`src/rtl/cmult_tw_pkg.sv`:
```
// cmult_tw_pkg: shared definitions for the twiddle complex multiplier.
// Holds the rounding-mode enum, the default parameter constants and the
// accumulator-width helper used by the interface, the top and the rounder.
// No ports (package).
package cmult_tw_pkg;

  localparam int DEF_DATA_W = 16;
  localparam int DEF_TW_W   = 10;
  localparam int DEF_OUT_W  = 15;
  localparam int DEF_SHIFT  = 10;

  typedef enum logic {
    RND_FLOOR = 1'b0,
    RND_SYM   = 1'b1
  } rnd_mode_t;

  // One extra bit over a single product so the sum/difference of two
  // products never wraps.
  function automatic int acc_width(input int data_w, input int tw_w);
    return data_w + tw_w + 32'sd1;
  endfunction

endpackage

```
`src/rtl/cmult_tw_pipe_if.sv`:
```
// cmult_tw_pipe_if: sample/twiddle input handshake and result output handshake.
//   in_valid/in_ready      input handshake
//   x_r, x_i               signed sample, DATA_W bits each
//   w_r, w_i               signed twiddle, TW_W bits each
//   conj                   conjugate the twiddle for this sample
//   rnd_mode               0 = floor, 1 = symmetric bias
//   rnd_bias               ACC_W-bit rounding bias, travels with the sample
//   out_valid/out_ready    output handshake
//   out_r, out_i           signed result, OUT_W bits each
// Modports: master (producer/consumer side), slave (the multiplier).
interface cmult_tw_pipe_if
  import cmult_tw_pkg::*;
#(
  parameter int DATA_W = DEF_DATA_W,
  parameter int TW_W   = DEF_TW_W,
  parameter int OUT_W  = DEF_OUT_W
) ();

  localparam int ACC_W = acc_width(DATA_W, TW_W);

  logic                     in_valid;
  logic                     in_ready;
  logic signed [DATA_W-1:0] x_r;
  logic signed [DATA_W-1:0] x_i;
  logic signed [TW_W-1:0]   w_r;
  logic signed [TW_W-1:0]   w_i;
  logic                     conj;
  logic                     rnd_mode;
  logic signed [ACC_W-1:0]  rnd_bias;
  logic                     out_valid;
  logic                     out_ready;
  logic signed [OUT_W-1:0]  out_r;
  logic signed [OUT_W-1:0]  out_i;

  modport master (
    output in_valid, x_r, x_i, w_r, w_i, conj, rnd_mode, rnd_bias, out_ready,
    input  in_ready, out_valid, out_r, out_i
  );

  modport slave (
    input  in_valid, x_r, x_i, w_r, w_i, conj, rnd_mode, rnd_bias, out_ready,
    output in_ready, out_valid, out_r, out_i
  );

endinterface

```
`src/rtl/cmult_tw_pipe_round_sat.sv`:
```
// tw_round_sat: rounding plus output formatting for one component.
//   y         in  ACC_W  full-precision product sum
//   rnd_mode  in  1      RND_FLOOR: pass y; RND_SYM: add bias away from zero
//   rnd_bias  in  ACC_W  rounding bias
//   res       out OUT_W  formatted result (combinational)
// Macro CMULT_TW_SAT_EN: saturate (rounded >>> SHIFT) to the OUT_W range.
// Without it the sign bit is kept and the bits above the output field are
// simply dropped.
module tw_round_sat
  import cmult_tw_pkg::*;
#(
  parameter int ACC_W = acc_width(DEF_DATA_W, DEF_TW_W),
  parameter int OUT_W = DEF_OUT_W,
  parameter int SHIFT = DEF_SHIFT
) (
  input  logic signed [ACC_W-1:0] y,
  input  rnd_mode_t               rnd_mode,
  input  logic signed [ACC_W-1:0] rnd_bias,
  output logic signed [OUT_W-1:0] res
);

  logic signed [ACC_W-1:0] rounded_s;

  // Symmetric rounding: sign taken from y's MSB, bias moves away from zero.
  always_comb begin
    rounded_s = y;
    if (rnd_mode == RND_SYM) begin
      if (y[ACC_W-1] == 1'b0) begin
        rounded_s = y + rnd_bias;
      end else begin
        rounded_s = y - rnd_bias;
      end
    end else begin
      rounded_s = y;
    end
  end

`ifdef CMULT_TW_SAT_EN
  localparam logic signed [ACC_W-1:0] SAT_MAX = {{(ACC_W-OUT_W+1){1'b0}}, {(OUT_W-1){1'b1}}};
  localparam logic signed [ACC_W-1:0] SAT_MIN = {{(ACC_W-OUT_W+1){1'b1}}, {(OUT_W-1){1'b0}}};

  logic signed [ACC_W-1:0] shifted_s;

  assign shifted_s = rounded_s >>> SHIFT;

  // Clamp the shifted value into the signed OUT_W range.
  always_comb begin
    res = shifted_s[OUT_W-1:0];
    if (shifted_s > SAT_MAX) begin
      res = SAT_MAX[OUT_W-1:0];
    end else if (shifted_s < SAT_MIN) begin
      res = SAT_MIN[OUT_W-1:0];
    end else begin
      res = shifted_s[OUT_W-1:0];
    end
  end
`else
  // The discarded LSBs and dropped intermediate MSBs are intentionally unused.
  logic unused_bits_s;

  assign unused_bits_s = ^rounded_s;
  assign res = {rounded_s[ACC_W-1], rounded_s[SHIFT+OUT_W-2:SHIFT]};
`endif

endmodule

```
`src/rtl/cmult_tw_pipe.sv`:
```
// cmult_tw_pipe: 3-stage pipelined complex multiply x * w' with rounding.
//   clk     in  rising-edge clock
//   rst_n   in  asynchronous active-low reset (clears valids and outputs)
//   bus     cmult_tw_pipe_if.slave (handshakes, sample, twiddle, controls, result)
// Stages: S1 registers the four partial products, S2 forms the real and
// imaginary sums, S3 registers the rounded/formatted result. The whole pipe
// advances only when the output register is empty or being drained, so
// in_ready is that same global enable. conj, rnd_mode and rnd_bias travel
// with their sample.
// Macro CMULT_TW_SAT_EN: saturating output formatting (see tw_round_sat).
module cmult_tw_pipe
  import cmult_tw_pkg::*;
#(
  parameter int DATA_W = DEF_DATA_W,
  parameter int TW_W   = DEF_TW_W,
  parameter int OUT_W  = DEF_OUT_W,
  parameter int SHIFT  = DEF_SHIFT
) (
  input logic            clk,
  input logic            rst_n,
  cmult_tw_pipe_if.slave bus
);

  localparam int ACC_W = DATA_W + TW_W + 1;

  logic en_s;

  // Operands sign-extended to ACC_W so every product is exact in ACC_W bits.
  logic signed [TW_W:0]    wi_ext_s;
  logic signed [TW_W:0]    wi_c_s;
  logic signed [ACC_W-1:0] xr_e_s, xi_e_s, wr_e_s, wi_e_s;
  logic signed [ACC_W-1:0] p_rr_s, p_ii_s, p_ri_s, p_ir_s;

  logic                    v1_r;
  logic signed [ACC_W-1:0] p_rr_r, p_ii_r, p_ri_r, p_ir_r;
  rnd_mode_t               mode1_r;
  logic signed [ACC_W-1:0] bias1_r;

  logic                    v2_r;
  logic signed [ACC_W-1:0] yr_r, yi_r;
  rnd_mode_t               mode2_r;
  logic signed [ACC_W-1:0] bias2_r;

  logic                    out_valid_r;
  logic signed [OUT_W-1:0] out_r_r, out_i_r;
  logic signed [OUT_W-1:0] fmt_r_s, fmt_i_s;

  assign en_s         = !out_valid_r || bus.out_ready;
  assign bus.in_ready = en_s;
  assign bus.out_valid = out_valid_r;
  assign bus.out_r     = out_r_r;
  assign bus.out_i     = out_i_r;

  // Conjugate negation done one bit wider so -(-2^(TW_W-1)) is representable.
  always_comb begin
    wi_ext_s = {bus.w_i[TW_W-1], bus.w_i};
    if (bus.conj) begin
      wi_c_s = (TW_W+1)'(1'b0) - wi_ext_s;
    end else begin
      wi_c_s = wi_ext_s;
    end
  end

  assign xr_e_s = {{(ACC_W-DATA_W){bus.x_r[DATA_W-1]}}, bus.x_r};
  assign xi_e_s = {{(ACC_W-DATA_W){bus.x_i[DATA_W-1]}}, bus.x_i};
  assign wr_e_s = {{(ACC_W-TW_W){bus.w_r[TW_W-1]}}, bus.w_r};
  assign wi_e_s = {{(ACC_W-TW_W-1){wi_c_s[TW_W]}}, wi_c_s};

  assign p_rr_s = xr_e_s * wr_e_s;
  assign p_ii_s = xi_e_s * wi_e_s;
  assign p_ri_s = xr_e_s * wi_e_s;
  assign p_ir_s = xi_e_s * wr_e_s;

  // S1: capture partial products and the per-sample rounding controls.
  always_ff @(posedge clk or negedge rst_n) begin
    if (!rst_n) begin
      v1_r    <= 1'b0;
      p_rr_r  <= '0;
      p_ii_r  <= '0;
      p_ri_r  <= '0;
      p_ir_r  <= '0;
      mode1_r <= RND_FLOOR;
      bias1_r <= '0;
    end else if (en_s) begin
      v1_r    <= bus.in_valid;
      p_rr_r  <= p_rr_s;
      p_ii_r  <= p_ii_s;
      p_ri_r  <= p_ri_s;
      p_ir_r  <= p_ir_s;
      mode1_r <= rnd_mode_t'(bus.rnd_mode);
      bias1_r <= bus.rnd_bias;
    end
  end

  // S2: complex sum/difference of the partial products.
  always_ff @(posedge clk or negedge rst_n) begin
    if (!rst_n) begin
      v2_r    <= 1'b0;
      yr_r    <= '0;
      yi_r    <= '0;
      mode2_r <= RND_FLOOR;
      bias2_r <= '0;
    end else if (en_s) begin
      v2_r    <= v1_r;
      yr_r    <= p_rr_r - p_ii_r;
      yi_r    <= p_ri_r + p_ir_r;
      mode2_r <= mode1_r;
      bias2_r <= bias1_r;
    end
  end

  tw_round_sat #(
    .ACC_W (ACC_W),
    .OUT_W (OUT_W),
    .SHIFT (SHIFT)
  ) u_round_r (
    .y        (yr_r),
    .rnd_mode (mode2_r),
    .rnd_bias (bias2_r),
    .res      (fmt_r_s)
  );

  tw_round_sat #(
    .ACC_W (ACC_W),
    .OUT_W (OUT_W),
    .SHIFT (SHIFT)
  ) u_round_i (
    .y        (yi_r),
    .rnd_mode (mode2_r),
    .rnd_bias (bias2_r),
    .res      (fmt_i_s)
  );

  // S3: output register; holds while the consumer stalls.
  always_ff @(posedge clk or negedge rst_n) begin
    if (!rst_n) begin
      out_valid_r <= 1'b0;
      out_r_r     <= '0;
      out_i_r     <= '0;
    end else if (en_s) begin
      out_valid_r <= v2_r;
      out_r_r     <= fmt_r_s;
      out_i_r     <= fmt_i_s;
    end
  end

endmodule

```
`src/flat_wrapper.sv`:
```
// flat-port wrapper written by rule: the top's interface ports become plain ports
module cmult_tw_pipe_flat import cmult_tw_pkg::*;
#(
  parameter int DATA_W = DEF_DATA_W,
  parameter int TW_W   = DEF_TW_W,
  parameter int OUT_W  = DEF_OUT_W,
  parameter int SHIFT  = DEF_SHIFT
)
  (clk, rst_n, bus_in_valid, bus_x_r, bus_x_i, bus_w_r, bus_w_i, bus_conj, bus_rnd_mode, bus_rnd_bias, bus_out_ready, bus_in_ready, bus_out_valid, bus_out_r, bus_out_i);
  cmult_tw_pipe_if #(.DATA_W(DATA_W), .TW_W(TW_W), .OUT_W(OUT_W)) bus_i ();
  input logic clk;
  input logic rst_n;
  input wire logic [$bits(bus_i.in_valid)-1:0] bus_in_valid;
  input wire logic [$bits(bus_i.x_r)-1:0] bus_x_r;
  input wire logic [$bits(bus_i.x_i)-1:0] bus_x_i;
  input wire logic [$bits(bus_i.w_r)-1:0] bus_w_r;
  input wire logic [$bits(bus_i.w_i)-1:0] bus_w_i;
  input wire logic [$bits(bus_i.conj)-1:0] bus_conj;
  input wire logic [$bits(bus_i.rnd_mode)-1:0] bus_rnd_mode;
  input wire logic [$bits(bus_i.rnd_bias)-1:0] bus_rnd_bias;
  input wire logic [$bits(bus_i.out_ready)-1:0] bus_out_ready;
  output wire logic [$bits(bus_i.in_ready)-1:0] bus_in_ready;
  output wire logic [$bits(bus_i.out_valid)-1:0] bus_out_valid;
  output wire logic [$bits(bus_i.out_r)-1:0] bus_out_r;
  output wire logic [$bits(bus_i.out_i)-1:0] bus_out_i;
  assign bus_i.in_valid = bus_in_valid;
  assign bus_i.x_r = bus_x_r;
  assign bus_i.x_i = bus_x_i;
  assign bus_i.w_r = bus_w_r;
  assign bus_i.w_i = bus_w_i;
  assign bus_i.conj = bus_conj;
  assign bus_i.rnd_mode = bus_rnd_mode;
  assign bus_i.rnd_bias = bus_rnd_bias;
  assign bus_i.out_ready = bus_out_ready;
  assign bus_in_ready = bus_i.in_ready;
  assign bus_out_valid = bus_i.out_valid;
  assign bus_out_r = bus_i.out_r;
  assign bus_out_i = bus_i.out_i;
  cmult_tw_pipe #(.DATA_W(DATA_W), .TW_W(TW_W), .OUT_W(OUT_W), .SHIFT(SHIFT)) u_core (.clk(clk), .rst_n(rst_n), .bus(bus_i));
endmodule
```
`config.mk`:
```
export PLATFORM = sky130hd
export DESIGN_NAME = cmult_tw_pipe_flat
export DESIGN_NICKNAME = d
export VERILOG_FILES = /design/src/rtl/cmult_tw_pkg.sv /design/src/rtl/cmult_tw_pipe_if.sv /design/src/rtl/cmult_tw_pipe_round_sat.sv /design/src/rtl/cmult_tw_pipe.sv /design/src/flat_wrapper.sv
export SDC_FILE = /design/constraint.sdc
export NUM_CORES = 2
export LEC_CHECK = 0
export ABC_AREA = 1
export CORE_MARGIN = 8
export CORE_UTILIZATION = 61
export CTS_CLUSTER_DIAMETER = 150
export CTS_CLUSTER_SIZE = 25
export DETAILED_ROUTE_END_ITERATION = 10
export DONT_BUFFER_PORTS = 1
export GPL_TIMING_DRIVEN = 0
export MAX_ROUTING_LAYER = met4
export PLACE_DENSITY = 0.77
export SLEW_MARGIN = 25
export SYNTH_ARGS = -nofsm -noshare
export SYNTH_HDL_FRONTEND = slang
export SYNTH_SLANG_ARGS = --single-unit
```
`constraint.sdc`:
```
create_clock -name clk -period 2.8 [get_ports clk]
set_input_delay 0.7 -clock clk [delete_from_list [all_inputs] [get_ports clk]]
set_output_delay 0.7 -clock clk [all_outputs]
set_load 0.03 [all_outputs]
```
Yosys cells after proc, flatten, opt, wreduce, memory -nomap -nowiden:

Index checks and enable logic that the tools add are counted.

* bits in registers: 251
* output and inout port bits: 32
* word-level logic and storage cells: 33

* $add $sub $neg: 7
* multiply operators: 4
* multiplexer cells: 5
* reduce and logical (&&, ||, !) cells: 2

Operator list (number)
* two-way mux 27 bit: 4
* adder 27 bit: 3
* subtractor 27 bit: 3
* multiplier 16 x 11 -> 27 bit: 2
* multiplier 16 x 10 -> 26 bit: 2
* two-way mux 11 bit: 1
* subtractor 1 x 10 -> 11 bit, first input constant: 1
* zero test 1 bit: 1
* logical OR 1 bit: 1

Depth between registers and ports, before layout:

* word-level depth: 3
* mapped depth: 35
* gate-level depth less buffers: 33

Hierarchy:

From an unflattened synthesis, not the netlist that was laid out.

* cells, all modules: 6401
* area total of the unflattened synthesis: 44554.0 µm²

By module, submodules not included
* cmult_tw_pipe: times used 1, cells an instance 5431, area each 39614.2 µm²
* tw_round_sat: times used 2, cells an instance 485, area each 2469.9 µm²

Worst setup path before layout:

Ideal clock, no wire load.

* path kind: input to register
* start: in bus_w_i[1]
* end: reg u_core.p_ri_r[25]
* setup time: 0.126 ns
* arrival time: 5.704 ns
* data required time: 2.674 ns
* path slack: -3.030 ns
* cell stages on the path: 27
* buffers on the path: 1
* cell sequence: inv_1 ha_1 nand2_2 nor2_4 nand3_2 nand3_1 nand2_1 inv_1 clkbuf_1 nor2_1 fa_1 inv_1 fa_1 inv_1 fa_1 inv_1 fa_1 inv_1 fa_1 ha_1 nand2_1 nor4_1 nand3b_1 nand3_1 nand2_1 nand2_1 o21ai_0

* word-level cells in the longest chain between the ends: 3

RTL lines
* start: declaration: line flat_wrapper.sv:17 `input wire logic [$bits(bus_i.w_i)-1:0] bus_w_i;`
* subtractor 1 x 10 -> 11 bit: line cmult_tw_pipe.sv:58 `wi_c_s = (TW_W+1)'(1'b0) - wi_ext_s;`
* two-way mux 11 bit (*): line cmult_tw_pipe.sv:57 `if (bus.conj) begin`
* multiplier 16 x 11 -> 27 bit (*): line cmult_tw_pipe.sv:71 `assign p_ri_s = xr_e_s * wi_e_s;`
* end signal: assignment: line cmult_tw_pipe.sv:88 `p_ri_r <= p_ri_s;`
* end: declaration: line cmult_tw_pipe.sv:35 `logic signed [ACC_W-1:0] p_rr_r, p_ii_r, p_ri_r, p_ir_r;`

Mark *: on every way between the ends. The rest lies on a longest branch, timed or not.
A chain may end at the register's enable or synchronous reset.

Worst setup path in the final report:

* start: in bus_w_i[0]
* end: reg u_core.p_ri_r[25]

Same word-level chain as after synthesis.

==> reports/results.txt <==
Post-Syn Area per Cell - 7.37 µm²
period utilization - 205%
Worst Setup Path Type - input pin to flip-flop
clk buf depth - 3
Req. time, crit path - 3.25 ns
DP Wirelength - 122,000 µm
Post-Route WL - 175,000 µm
final hold viol count - 184
Final TNS setup - -194.75 ns
vias post-DR - 42.6k
slew at the pin with the worst max-slew slack - 1.24 ns
max-slew violation count - 0
vias in the first global route - 42.8k
number of synthesized flops with an enable pin - 0
FF-to-FF Start - u_core.yr_r[26]
row count - 96
share of cells above drive strength 1 - 24.5%
WHS - -0.152 ns
grt met2 use - 65.8%
GP Congestion - 1.08
Adder-Cell Fraction of Synth Area - 38.9%
M3 GR Usage - 9.55%
Routed Antenna Nets - 0
Mapped Cells - 5,704
htree depth - 1
setup slack, reg-to-reg - -0.44 ns
combinational family with the most area after synthesis - adder cells
Ys Warns - 0
number of buffers added on ports - 0
Overflow after GRT - 0
Synth Area in Compound Gates - 8.01%
Clock Latency Late Sink - 0.53 ns
reg2reg end - u_core.bus.out_r[14]
CP startpoint - bus_w_i[0]
CTS tree - yes
die span in x - 278 µm
CP max FO - 4
DR vias/cell - 6.15
global-route wire length before repair - 247,000 µm
Die Y - 278 µm
Final min period - 5.74 ns
antenna violations before repair - 1
Post-Syn Area - 42,000 µm²
core area - 68,300 µm²
Total Routing Usage GR - 43.0%
Crit. End Element - flip-flop
post-synthesis cell type count - 51
# DRC - 0
HP Class - input pin to async pin
Root Buffer - clkbuf_16
Worst-path clk slew - 0.10 ns
RSZ-0062 raised after global routing - true
relative slew slack - 17.5%
Ports - 117
Initial Utilization - 61.5%
syn nets - 6,733
Area Growth Syn to Fin - 27.5%
simple-gate area share of the yosys netlist - 23.5%
GRT Max-Usage Layer - met2
crit path DAT - 6.19 ns
status - finished, violations left
clock sink count - 249
post-synthesis xor/xnor area fraction - 2.33%
Top FF cell, synth - dfrtp_1
Max Cap Viol - 0
commonest non-fill, non-tap cell in the layout - nand2_1
mux contribution to synthesized area - 0%
endpoints failing setup - 125
Die Area - 77,500 µm²
worst setup margin - -2.94 ns
CTS Buf Count - 13
total iterations of the first detailed-routing run - 9
critical path launch point type - input pin
met1 usage - 47.9%
failing checks - hold timing, setup timing
Seq/Total Area, Yosys - 14.8%
initial DRC count - 4,572
Peak Freq - 174 MHz
Nets - 7,071
post-synthesis async set-or-reset flop share - 100%
end of the critical path - u_core.p_ri_r[25]
pin count of the biggest net entering global routing - 250
WL per Instance - 25.3 µm
reg2reg path depth - 15
Synth Register Bits - 249
Setup Skew - 0.0322 ns
most frequent cells in the layout - nand2_1 (1,336), inv_1 (1,061), fa_1 (547)
worst min-delay path by stage:
stage / startpoint / endpoint / slack [ns] / cells after the start
floorplan: rst_n / u_core.bias1_r[0] / 0.40 / 0
global placement: rst_n / u_core.bus.out_r[10] / 0.41 / 0
detailed placement: rst_n / u_core.bus.out_r[4] / 0.41 / 0
CTS: rst_n / u_core.bus.out_r[4] / -0.17 / 0
global route: rst_n / u_core.bus.out_r[8] / -0.16 / 0
finish: rst_n / u_core.bus.out_r[10] / -0.15 / 0
state kept, by name, indices dropped and copies added (netlist names):
signal / flops
u_core.p_ir_r: 26
u_core.p_rr_r: 26
u_core.v1_r: 1
u_core.p_ri_r: 27
u_core.bias1_r: 27
u_core.bus.out_i: 15
u_core.bias2_r: 27
u_core.v2_r: 1
u_core.yi_r: 27
u_core.yr_r: 27
u_core.mode1_r: 1
u_core.mode2_r: 1
u_core.p_ii_r: 27
u_core.bus.out_r: 15
u_core.bus.out_valid: 1
stage by stage:
stage | hold slack (ns) | setup WS, ns | std cells | cell area (µm²) | util [%]
3_3_place_gp | 0.411 | -3.91 | 6586 | 45500 | 66.6
3_5_place_dp | 0.411 | -3.98 | 6586 | 45500 | 66.6
2_1_floorplan | 0.404 | -2.69 | 5704 | 44400 | -
5_1_grt | -0.162 | -3.01 | 6925 | 53600 | 78.4
6_report | -0.152 | -2.94 | 6926 | 53600 | 78.4
4_1_cts | -0.166 | -2.57 | 6845 | 51900 | 76.0
area by class of cell:
type | count | area [µm²]
repair buffers | 323 | 2950
flip-flops and latches | 249 | 6250
fillers | 4527 | 14800
clock inverters | 1 | 8.76
well taps | 882 | 1100
clock buffers | 14 | 329
diodes | 2 | 5.00
inverters | 1177 | 4550
plain buffers | 183 | 2150
multi-input cells | 4095 | 36200
layer usage:
metal  share of wire (%)  wire, µm
met1                  33     58300
met2                  44     76600
met3                  11     19200
met4                  12     21300
met5                   0         0
critical path: stages:
cell and delay [ns]:
clkinv_16 0.05, ha_4 0.15, nand2_4 0.06, nor2_4 0.17, buf_4 0.13, o21ai_1 0.09
nand2_4 0.15, clkinvlp_4 0.13, buf_4 0.18, nor2_2 0.12, fa_2 0.52, buf_4 0.18
fa_1 0.49, inv_1 0.08, fa_1 0.54, fa_1 0.55, inv_1 0.09, fa_1 0.56
ha_4 0.23, buf_6 0.13, a21oi_2 0.20, o21ai_0 0.11, a21oi_1 0.20, nand3_2 0.12
nand2_1 0.07, nand2_1 0.05, o21ai_1 0.12
synthesized netlist by cell type (4+ instances only):
master | count | share of area, %
nand3b_1 | 28 | 0.50
nor2_2 | 6 | 0.089
a31oi_1 | 13 | 0.19
o31ai_1 | 5 | 0.089
nand3_2 | 4 | 0.095
o21ai_2 | 9 | 0.19
o21ai_0 | 310 | 3.7
o21ai_1 | 22 | 0.26
nor2_1 | 426 | 3.8
buf_6 | 5 | 0.13
a21oi_1 | 213 | 2.5
or2_2 | 5 | 0.074
nand3_1 | 265 | 3.2
buf_2 | 41 | 0.49
buf_4 | 4 | 0.071
nor3_1 | 33 | 0.39
and3_1 | 4 | 0.060
nand2_1 | 1545 | 14
nor4_1 | 4 | 0.060
o211ai_1 | 4 | 0.071
nand4_1 | 63 | 0.94
ha_1 | 340 | 10
nor3_2 | 7 | 0.17
fa_1 | 604 | 29
or2_1 | 7 | 0.10
inv_1 | 1163 | 10
xor2_1 | 44 | 0.92
dfrtp_1 | 249 | 15
o21a_1 | 4 | 0.071
buf_1 | 8 | 0.071
o21bai_1 | 24 | 0.43
xnor2_1 | 68 | 1.4
clkbuf_1 | 125 | 1.1
inv_2 | 12 | 0.11
nand2_2 | 4 | 0.060
a21o_1 | 14 | 0.25
logic make-up (layout without fill, tap and decap cells):
| family | count (synthesis) | in the layout |
|---|---|---|
| DFF | 249 | 249 |
| adders and majority gates | 944 | 944 |
| buffers and inverters | 1360 | 1698 |
| AOI/OAI and AO/OA | 629 | 629 |
| xor gates and xnor gates | 112 | 112 |
| and+or+nand+nor | 2410 | 2410 |
| other | 0 | 2 |
repair_timing:
action | 4_1_cts | 5_1_grt
buffers inserted | 242 | 81
hold endpoints to repair | 249 | 249
endpoints found under the setup margin | 131 | 124
pin swaps | 417 | 229
resized for setup | 976 | 257
cloned | 4 | 1
Power is left out: the tool's default activity adds up to more than one toggle a clock period on the data nets, which glitch-free logic cannot reach.
==> edit, RTL diff (same flow settings) <==
The package constant `DEF_OUT_W` goes from 15 to 11.
--- a/src/rtl/cmult_tw_pkg.sv
+++ b/src/rtl/cmult_tw_pkg.sv
@@ -6,7 +6,7 @@
 
   localparam int DEF_DATA_W = 16;
   localparam int DEF_TW_W   = 10;
-  localparam int DEF_OUT_W  = 15;
+  localparam int DEF_OUT_W  = 11;
   localparam int DEF_SHIFT  = 10;
 
   typedef enum logic {
Interface: changed (resized bus_out_i and bus_out_r); port bits go from 117 to 109. No check against the original RTL was run, so the function may have changed too.
==> edit against the unedited design <==
The flow still finishes with violations (negative hold slack, negative setup slack). Sequential share of layout area is 0.29 points higher. Synthesized area is 2.1% lower. Setup slack lost 330 ps. Global-route usage rose by 0.28 points. Final area decreased by 5.9%. Sequential cell count is 8 lower. First-iteration DRC count fell by 3.1%. Wire length shrank 4.8%. Clock skew rose by 2.6 ps.
Power is left out: the tool's default activity adds up to more than one toggle a clock period on the data nets, which glitch-free logic cannot reach.
==> edit: results <==
export IMPL_arrival_ps=6460
export IMPL_crit_path_start="bus_w_i[1]"
export IMPL_slew_headroom=0.233
export IMPL_setup_slack_ps=-3270
export IMPL_worstReg2RegEnd="u_core.bus.out_i[9]$_DFFE_PN0P_"
export IMPL_finalSetupViolCount=115
export IMPL_wire_per_inst_um=25.0
export IMPL_synth_distinct_cells=43
export IMPL_dpl_cell_count=6437
export IMPL_globalplace_congestion=1.01
export IMPL_violations="negative hold slack, negative setup slack"
export IMPL_cp_max_fo=7
export IMPL_track_usage=0.433
export IMPL_grt_first_pass_wirelength_um=240000
export IMPL_groute_layer_met3_usage=0.0957
export IMPL_status="complete, but fails checks"
export IMPL_r2r_start="u_core.bias2_r[0]$_DFFE_PN0P_"
export IMPL_hold_viol=240
export IMPL_whs_ps=-135
export IMPL_hpwl_um=122000
export IMPL_gr_usage_met2=0.670
export IMPL_pre_cts_slack_ps=-4510
export IMPL_wl_met3_um=18700
export IMPL_reg2reg_depth=17
export IMPL_fillers=4643
edit: cell count changes after synthesis, moves of 9 or more:
cell,change
o21ai_0,+26
nand3_1,-29
o21ai_1,-16
nor2_2,+16
nand2_1,-59
buf_2,-36
o21bai_1,-9
clkbuf_1,+25
inv_1,-27
a21oi_1,-9
edit: layout make-up:
| type | count | area (µm²) | share of cell area |
|---|---|---|---|
| clock inverter | 2 | 20.0 | 0.000397 |
| antenna | 5 | 12.5 | 0.000248 |
| tap | 873 | 1090 | 0.0217 |
| timing repair buffer | 221 | 2020 | 0.0401 |
| buffer | 178 | 2020 | 0.0400 |
| sequential | 241 | 6030 | 0.120 |
| multi-input combinational | 4001 | 34500 | 0.684 |
| inverter | 1144 | 4430 | 0.0879 |
| clock buffer | 13 | 325 | 0.00645 |
edit: repair_timing:
item / in CTS / in global routing
endpoints found under the hold margin: 241 / 241
gates resized for setup: 612 / 222
setup endpoints to repair: 115 / 116
setup buffers: 172 / 49
pin swaps: 309 / 145
cloned: 2 / 0
edit: critical path: cells and delay by family:
family,cells,cell delay [ps]
simple gates,10,1320
buf+inv,8,630
compound gates,4,690
fa+ha+maj,7,3070
edit: cell families (layout without fill, tap and decap cells):
logic type | Yosys count | count (layout) | share of synthesized area
and+or+nand+nor | 2332 | 2332 | 0.232
other | 0 | 5 | 0
adders and majority gates | 944 | 944 | 0.397
buffers and inverters | 1322 | 1558 | 0.122
AOI/OAI and AO/OA | 620 | 620 | 0.0794
DFF | 241 | 241 | 0.147
xor gates and xnor gates | 105 | 105 | 0.0224
edit: metrics by stage:
stage | area, µm² | util
CTS | 49300 | 0.736
global placement | 44900 | 0.670
detailed placement | 44900 | 0.670
floorplan | 43800 | -
finish | 50400 | 0.754
global route | 50400 | 0.754
